**src/rtl/reg_forward_ctrl.sv**
```systemverilog
`default_nettype none
// ============================================================================
//  Module      : reg_forward_ctrl
//  Description : Pipeline destination tracker and RAW-hazard resolver for the
//                8x16 register file. Records EX/MEM/WB destinations, drives
//                the file write port at WB, selects forwarding sources for
//                the Bus1/Bus2 operand muxes and inserts a one-cycle
//                load-use stall.
//  Revision    : 1.0  initial release
// ============================================================================
module reg_forward_ctrl #(
    parameter int REG_AW    = 3,
    parameter int ZERO_HARD = 0,
    parameter int CNT_W     = 16
) (
    input  logic              clk,
    input  logic              reset,
    input  logic              id_valid,
    input  logic [REG_AW-1:0] id_rs1,
    input  logic [REG_AW-1:0] id_rs2,
    input  logic              id_use_rs1,
    input  logic              id_use_rs2,
    input  logic [REG_AW-1:0] id_rd,
    input  logic              id_regwr,
    input  logic              id_is_load,
    input  logic              flush,
    output logic [1:0]        fwd_a,
    output logic [1:0]        fwd_b,
    output logic              stall,
    output logic              rf_regwr,
    output logic [REG_AW-1:0] rf_rd,
    output logic [CNT_W-1:0]  stall_cnt
);

    // Operand mux select encoding shared by Bus1 and Bus2.
    localparam logic [1:0] c_FWD_FILE = 2'b00;
    localparam logic [1:0] c_FWD_EX   = 2'b01;
    localparam logic [1:0] c_FWD_MEM  = 2'b10;
    localparam logic [1:0] c_FWD_WB   = 2'b11;

    localparam logic [CNT_W-1:0] c_CNT_ONE = {{(CNT_W-1){1'b0}}, 1'b1};
    localparam logic [CNT_W-1:0] c_CNT_MAX = {CNT_W{1'b1}};

    // Destination record carried down the pipe. The load flag only matters
    // while the instruction sits in EX (its data is not ready there), so it
    // is kept beside the EX record rather than in every stage.
    typedef struct packed {
        logic              v;
        logic [REG_AW-1:0] rd;
        logic              wr;
    } dest_t;

    dest_t            r_ex;
    logic             r_ex_ld;
    dest_t            r_mem;
    dest_t            r_wb;
    logic [CNT_W-1:0] r_stall_cnt;

    dest_t            w_ex_next;
    logic             w_ex_ld_next;

    logic             w_rs1_live;
    logic             w_rs2_live;

    logic             w_ex_hit_a;
    logic             w_mem_hit_a;
    logic             w_wb_hit_a;
    logic             w_ex_hit_b;
    logic             w_mem_hit_b;
    logic             w_wb_hit_b;

    logic             w_hazard;
    logic             w_stall;

    // A source can only be matched when decode holds a real instruction that
    // actually reads it. With a hardwired R0, reads of R0 always come from
    // the file (which returns zero), so R0 never matches.
    generate
        if (ZERO_HARD != 0) begin : g_zero_hard
            assign w_rs1_live = id_valid & id_use_rs1 & (id_rs1 != '0);
            assign w_rs2_live = id_valid & id_use_rs2 & (id_rs2 != '0);
        end else begin : g_zero_soft
            assign w_rs1_live = id_valid & id_use_rs1;
            assign w_rs2_live = id_valid & id_use_rs2;
        end
    endgenerate

    // Per-stage hits: a stage matches only if it holds a live writer whose
    // destination equals the source index. Bubbles (v=0) never match.
    always_comb begin
        w_ex_hit_a  = w_rs1_live & r_ex.v  & r_ex.wr  & (r_ex.rd  == id_rs1);
        w_mem_hit_a = w_rs1_live & r_mem.v & r_mem.wr & (r_mem.rd == id_rs1);
        w_wb_hit_a  = w_rs1_live & r_wb.v  & r_wb.wr  & (r_wb.rd  == id_rs1);
        w_ex_hit_b  = w_rs2_live & r_ex.v  & r_ex.wr  & (r_ex.rd  == id_rs2);
        w_mem_hit_b = w_rs2_live & r_mem.v & r_mem.wr & (r_mem.rd == id_rs2);
        w_wb_hit_b  = w_rs2_live & r_wb.v  & r_wb.wr  & (r_wb.rd  == id_rs2);
    end

    // Bus1 select: the youngest producer wins. A load in EX has no data yet,
    // so it is skipped here; the stall covers that case and the value picked
    // in that cycle is not consumed.
    always_comb begin
        fwd_a = c_FWD_FILE;
        if (w_ex_hit_a && !r_ex_ld) begin
            fwd_a = c_FWD_EX;
        end else if (w_mem_hit_a) begin
            fwd_a = c_FWD_MEM;
        end else if (w_wb_hit_a) begin
            fwd_a = c_FWD_WB;
        end
    end

    // Bus2 select, same priority as Bus1.
    always_comb begin
        fwd_b = c_FWD_FILE;
        if (w_ex_hit_b && !r_ex_ld) begin
            fwd_b = c_FWD_EX;
        end else if (w_mem_hit_b) begin
            fwd_b = c_FWD_MEM;
        end else if (w_wb_hit_b) begin
            fwd_b = c_FWD_WB;
        end
    end

    // Load-use detection. A flushed instruction is discarded anyway, so it
    // must not hold the front end or be counted.
    always_comb begin
        w_hazard = (w_ex_hit_a | w_ex_hit_b) & r_ex_ld;
        w_stall  = w_hazard & ~flush;
    end

    assign stall = w_stall;

    // Record entering EX: a bubble whenever decode is stalled, flushed or
    // empty; otherwise the decoded destination information.
    always_comb begin
        w_ex_next    = '0;
        w_ex_ld_next = 1'b0;
        if (id_valid && !w_stall && !flush) begin
            w_ex_next.v  = 1'b1;
            w_ex_next.rd = id_rd;
            w_ex_next.wr = id_regwr;
            w_ex_ld_next = id_is_load;
        end
    end

    // Pipeline advance, every cycle. Reset clears all records so nothing
    // in flight can reach the register file afterwards.
    always_ff @(posedge clk) begin
        if (reset) begin
            r_ex    <= '0;
            r_ex_ld <= 1'b0;
            r_mem   <= '0;
            r_wb    <= '0;
        end else begin
            r_ex    <= w_ex_next;
            r_ex_ld <= w_ex_ld_next;
            r_mem   <= r_ex;
            r_wb    <= r_mem;
        end
    end

    // Saturating count of stall cycles; it sticks at all-ones.
    always_ff @(posedge clk) begin
        if (reset) begin
            r_stall_cnt <= '0;
        end else if (w_stall && (r_stall_cnt != c_CNT_MAX)) begin
            r_stall_cnt <= r_stall_cnt + c_CNT_ONE;
        end
    end

    assign stall_cnt = r_stall_cnt;

    // Write port comes straight from the WB record, so there is no path from
    // decode inputs to the file controls. The file writes on the edge that
    // closes the WB cycle; a read of that register in the same cycle is
    // served by the WB forward select.
    assign rf_regwr = r_wb.v & r_wb.wr;
    assign rf_rd    = r_wb.rd;

endmodule
`default_nettype wire
```
**config.mk**
```make
export PLATFORM = sky130hd
export DESIGN_NAME = reg_forward_ctrl
export DESIGN_NICKNAME = d
export VERILOG_FILES = /design/src/rtl/reg_forward_ctrl.sv
export SDC_FILE = /design/constraint.sdc
export NUM_CORES = 1
export LEC_CHECK = 0
export ABC_AREA = 1
export CAP_MARGIN = 5
export CORE_MARGIN = 4
export CORE_UTILIZATION = 65
export DETAILED_ROUTE_END_ITERATION = 8
export DONT_BUFFER_PORTS = 1
export GPL_ROUTABILITY_DRIVEN = 0
export HOLD_SLACK_MARGIN = 0.08
export PLACE_DENSITY = 0.89
export SLEW_MARGIN = 30
export SYNTH_ARGS = -nofsm -noshare
export SYNTH_HDL_FRONTEND = slang
export SYNTH_SLANG_ARGS = --single-unit
export TNS_END_PERCENT = 10
```
**constraint.sdc**
```tcl
create_clock -name clk -period 2.8 [get_ports clk]
set_input_delay 0.84 -clock clk [delete_from_list [all_inputs] [get_ports clk]]
set_output_delay 0.84 -clock clk [all_outputs]
set_load 0.01 [all_outputs]
```
==> qor.csv <==
stage,metric,value,unit
status,status,"complete, no violations",
clock_tree,clock latency on the worst-skew pair,0.34,ns
global_routing,initial antenna violation count,0,
logic_synthesis,Synth area leader,dfxtp_1,
logic_synthesis,sequential element share of the synthesized area,32.61,%
floorplan,Die Ht,62.98,um
power_and_ir_drop,leakage,0.9645,nW
logic_synthesis,Synthesized Nets,319,
logic_synthesis,area share of the largest cell type after synthesis,32.61,%
finish,Synth-to-Final Area Change,2.230,%
logic_synthesis,compound-cell area share of the yosys netlist,1.401,%
detailed_routing,DRC,0,
clock_tree,Inserted Clock Buffers,5,
sta,Fmax achieved,0.3981,GHz
sta,fin crit share,89.71,%
logic_synthesis,post-synthesis register bit count,32,
floorplan,core area,0.002829,mm^2
logic_synthesis,cell area after synthesis,0.001964,mm^2
global_routing,pin count of the biggest net entering global routing,16,
detailed_routing,Initial DRT Pass Iterations,4,
logic_synthesis,Synth Area in Adders,0.6369,%
sta,final setup TNS,0,ns
critical_path,worst-path fanout max,12,
clock_tree,CTS resizes,0,
sta,RSZ-0062 raised after global routing,no,
logic_synthesis,Post-Synth Simple-Gate Area,45.92,%
global_routing,total grt overflow,0,
detailed_routing,drt total wl,3883,um
logic_synthesis,syn avg cell area,6.526,um^2
floorplan,Die Footprint,0.003966,mm^2
finish,FILL cells,259,
finish,layout cells sized above 1,12.91,%
critical_path,Critical Path Sink Type,primary output,
clock_tree,Worst-path clk slew,0.10,ns
detailed_routing,initial drt markers,144,
sta,Worst Tran Pin Value,0.4261,ns
global_routing,first-pass GRT wire length,6803,um
clock_tree,CTS tree,yes,
floorplan,chip width,62.98,um
sta,worst hold slack,0.4140,ns
critical_path,Startpoint Class,primary input,
detailed_routing,DR vias,1707,
logic_synthesis,Post-Syn Instances,301,
detailed_routing,via-per-instance ratio,5.126,
logic_synthesis,synth top area cells,"dfxtp_1 33%, nand2_1 14%, nor2_1 12%",
clock_tree,hold buffers post-CTS,0,
critical_path,family with the most delay on the worst path,simple AND/OR/NAND/NOR gates,
sta,skew final,0.01586,ns
critical_path,max incr delay on CP,0.16,ns
placed_design,placed inst area,0.001947,mm^2
sta,slew margin rel.,71.56,%
power_and_ir_drop,power per cell area,390.3,mW/mm^2
critical_path,Critical Path Most Common Cell,nand2_1,
clock_tree,Max clock buf depth,2,
placed_design,PortBufs,0,
finish,"most common cell after layout, fill and taps aside",nand2_1,
finish,# diodes,0,
finish,post-route design area,0.002008,mm^2
clock_tree,Clock Sink Count,32,
critical_path,"Req. time, crit path",1.96,ns
floorplan,initial core utilization,69.44,%
global_routing,vias in the first global route,1569,
placed_design,DP HPWL,2997,um
logic_synthesis,Post-Synth XOR/XNOR Area,6.242,%
critical_path,CP arrival,1.67,ns
power_and_ir_drop,Peak VDD IR,0.0003348,V
logic_synthesis,Synth warnings,0,
detailed_routing,post-route ant nets,0,
floorplan,# rows,19,
sta,final hold vios,0,
sta,final setup fails,0,
critical_path,CP max-delay cell,nand2_4,
logic_synthesis,Cell variety after synth,27,
sta,Max Slew Vio Count,0,
finish,area of the multi-input gates,0.001065,mm^2
logic_synthesis,largest family of logic cells by synthesized area,simple AND/OR/NAND/NOR gates,
logic_synthesis,mux cell area share after synthesis,0,%
floorplan,IO Count,42,
detailed_routing,Routed WL per cell,11.66,um
min_path,Worst Hold Class,reg2reg,
critical_path,CP cell instances,"nand2_1, inv_1, nand2_1, nor2_2, nand2_1, nand2_4, nand2_2, inv_1",
finish,Reg area,640.6,um^2
finish,Final Net Count,319,
critical_path,worst path buffer plus inverter count,2,
flow_run,Max-Cap Viols,0,
global_routing,GRT Util Overall,21.15,%
critical_path,crit path kind,in2out,
finish,"commonest cells after routing, fill and taps aside","73 x nand2_1, 63 x nor2_1, 46 x inv_1",
sta,Tmin final,2.512,ns
clock_tree,H-tree Lvls,2,
clock_tree,Post-CTS Setup Repair Bufs,0,
clock_tree,clk root buf,clkbuf_4,
==> cells by family after synthesis <==
| kind of cell | count (synthesis) |
|---|---|
| simple gates | 190 |
| compound gates | 4 |
| fa+ha+maj | 1 |
| flops | 32 |
| xor+xnor | 14 |
| buf+inv | 60 |
==> power breakdown <==
part	leakage [nW]	internal (W)	switching (W)
sequential	0.259	0.000459	0.00000339
combinational	0.668	0.0000161	0.0000248
clock	0.0380	0.000119	0.000161
==> Yosys cell counts <==
library cell	number
nand2_1	73
nor2_1	63
inv_1	46
dfxtp_1	32
nand4_1	19
nand3_1	11
nand2_2	9
xor2_1	8
inv_2	6
xnor2_1	6
nor2_4	5
buf_4	3
nor2_2	3
a21oi_2	2
clkbuf_1	2
nor3_1	2
a21oi_1	1
buf_6	1
buf_8	1
clkbuf_4	1
ha_1	1
nand2_4	1
nand3_4	1
nand4_4	1
nor2_8	1
o21ai_1	1
or2_2	1
==> worst register-to-register path: cells and delay by family, from the launching register on <==
kind | cells | cell delay [ns]
and+or+nand+nor | 8 | 0.86
DFF | 1 | 0.46
buffers and inverters | 1 | 0.05
adders and majority gates | 1 | 0.22
==> final timing paths <==
| check | start | endpoint | slack (ns) | cells after the start |
|---|---|---|---|---|
| setup / recovery | id_valid | stall | 0.29 | 8 |
| hold / removal | r_ex[4] | r_mem[4] | 0.41 | 2 |
| setup reg to reg | stall_cnt[1] | stall_cnt[15] | 1.12 | 10 |
| hold reg to reg | r_ex[4] | r_mem[4] | 0.41 | 2 |
==> layer usage <==
layer  wire length [um]  share of wire, %  GRT usage (%)
met5                  0                 0              0
met4                 36              0.93          7.713
met3                325               8.4          8.813
met2               1726                44          31.75
met1               1795                46          26.91
==> per-stage QoR <==
step / std cells / worst slack, ns / util (%) / total power (W)
CTS: 333 / 0.2945 / 70.99 / 0.0007946
detailed placement: 325 / 0.3044 / 68.82 / 0.0005141
global route: 333 / 0.1618 / 70.99 / 0.0008178
floorplan: 301 / 0.4732 / - / 0.0005095
finish: 333 / 0.2882 / 70.99 / 0.0007837
global placement: 325 / 0.3298 / 68.82 / 0.0005134
==> state kept, by name, indices dropped and copies added (netlist names) <==
signal	count
r_ex	5
r_ex_ld	1
r_mem	5
r_wb	2
rf_rd	3
stall_cnt	16
==> area by class of cell <==
| cell class | instances | share of cell area (%) |
|---|---|---|
| inverters | 52 | 9.720 |
| well taps | 31 | 1.931 |
| clock inverters | 2 | 0.4984 |
| repair buffers | 1 | 0.3738 |
| multi-input cells | 209 | 53.02 |
| flip-flops and latches | 32 | 31.90 |
| clock buffers | 6 | 2.555 |
(Power assumes the default switching activity.)
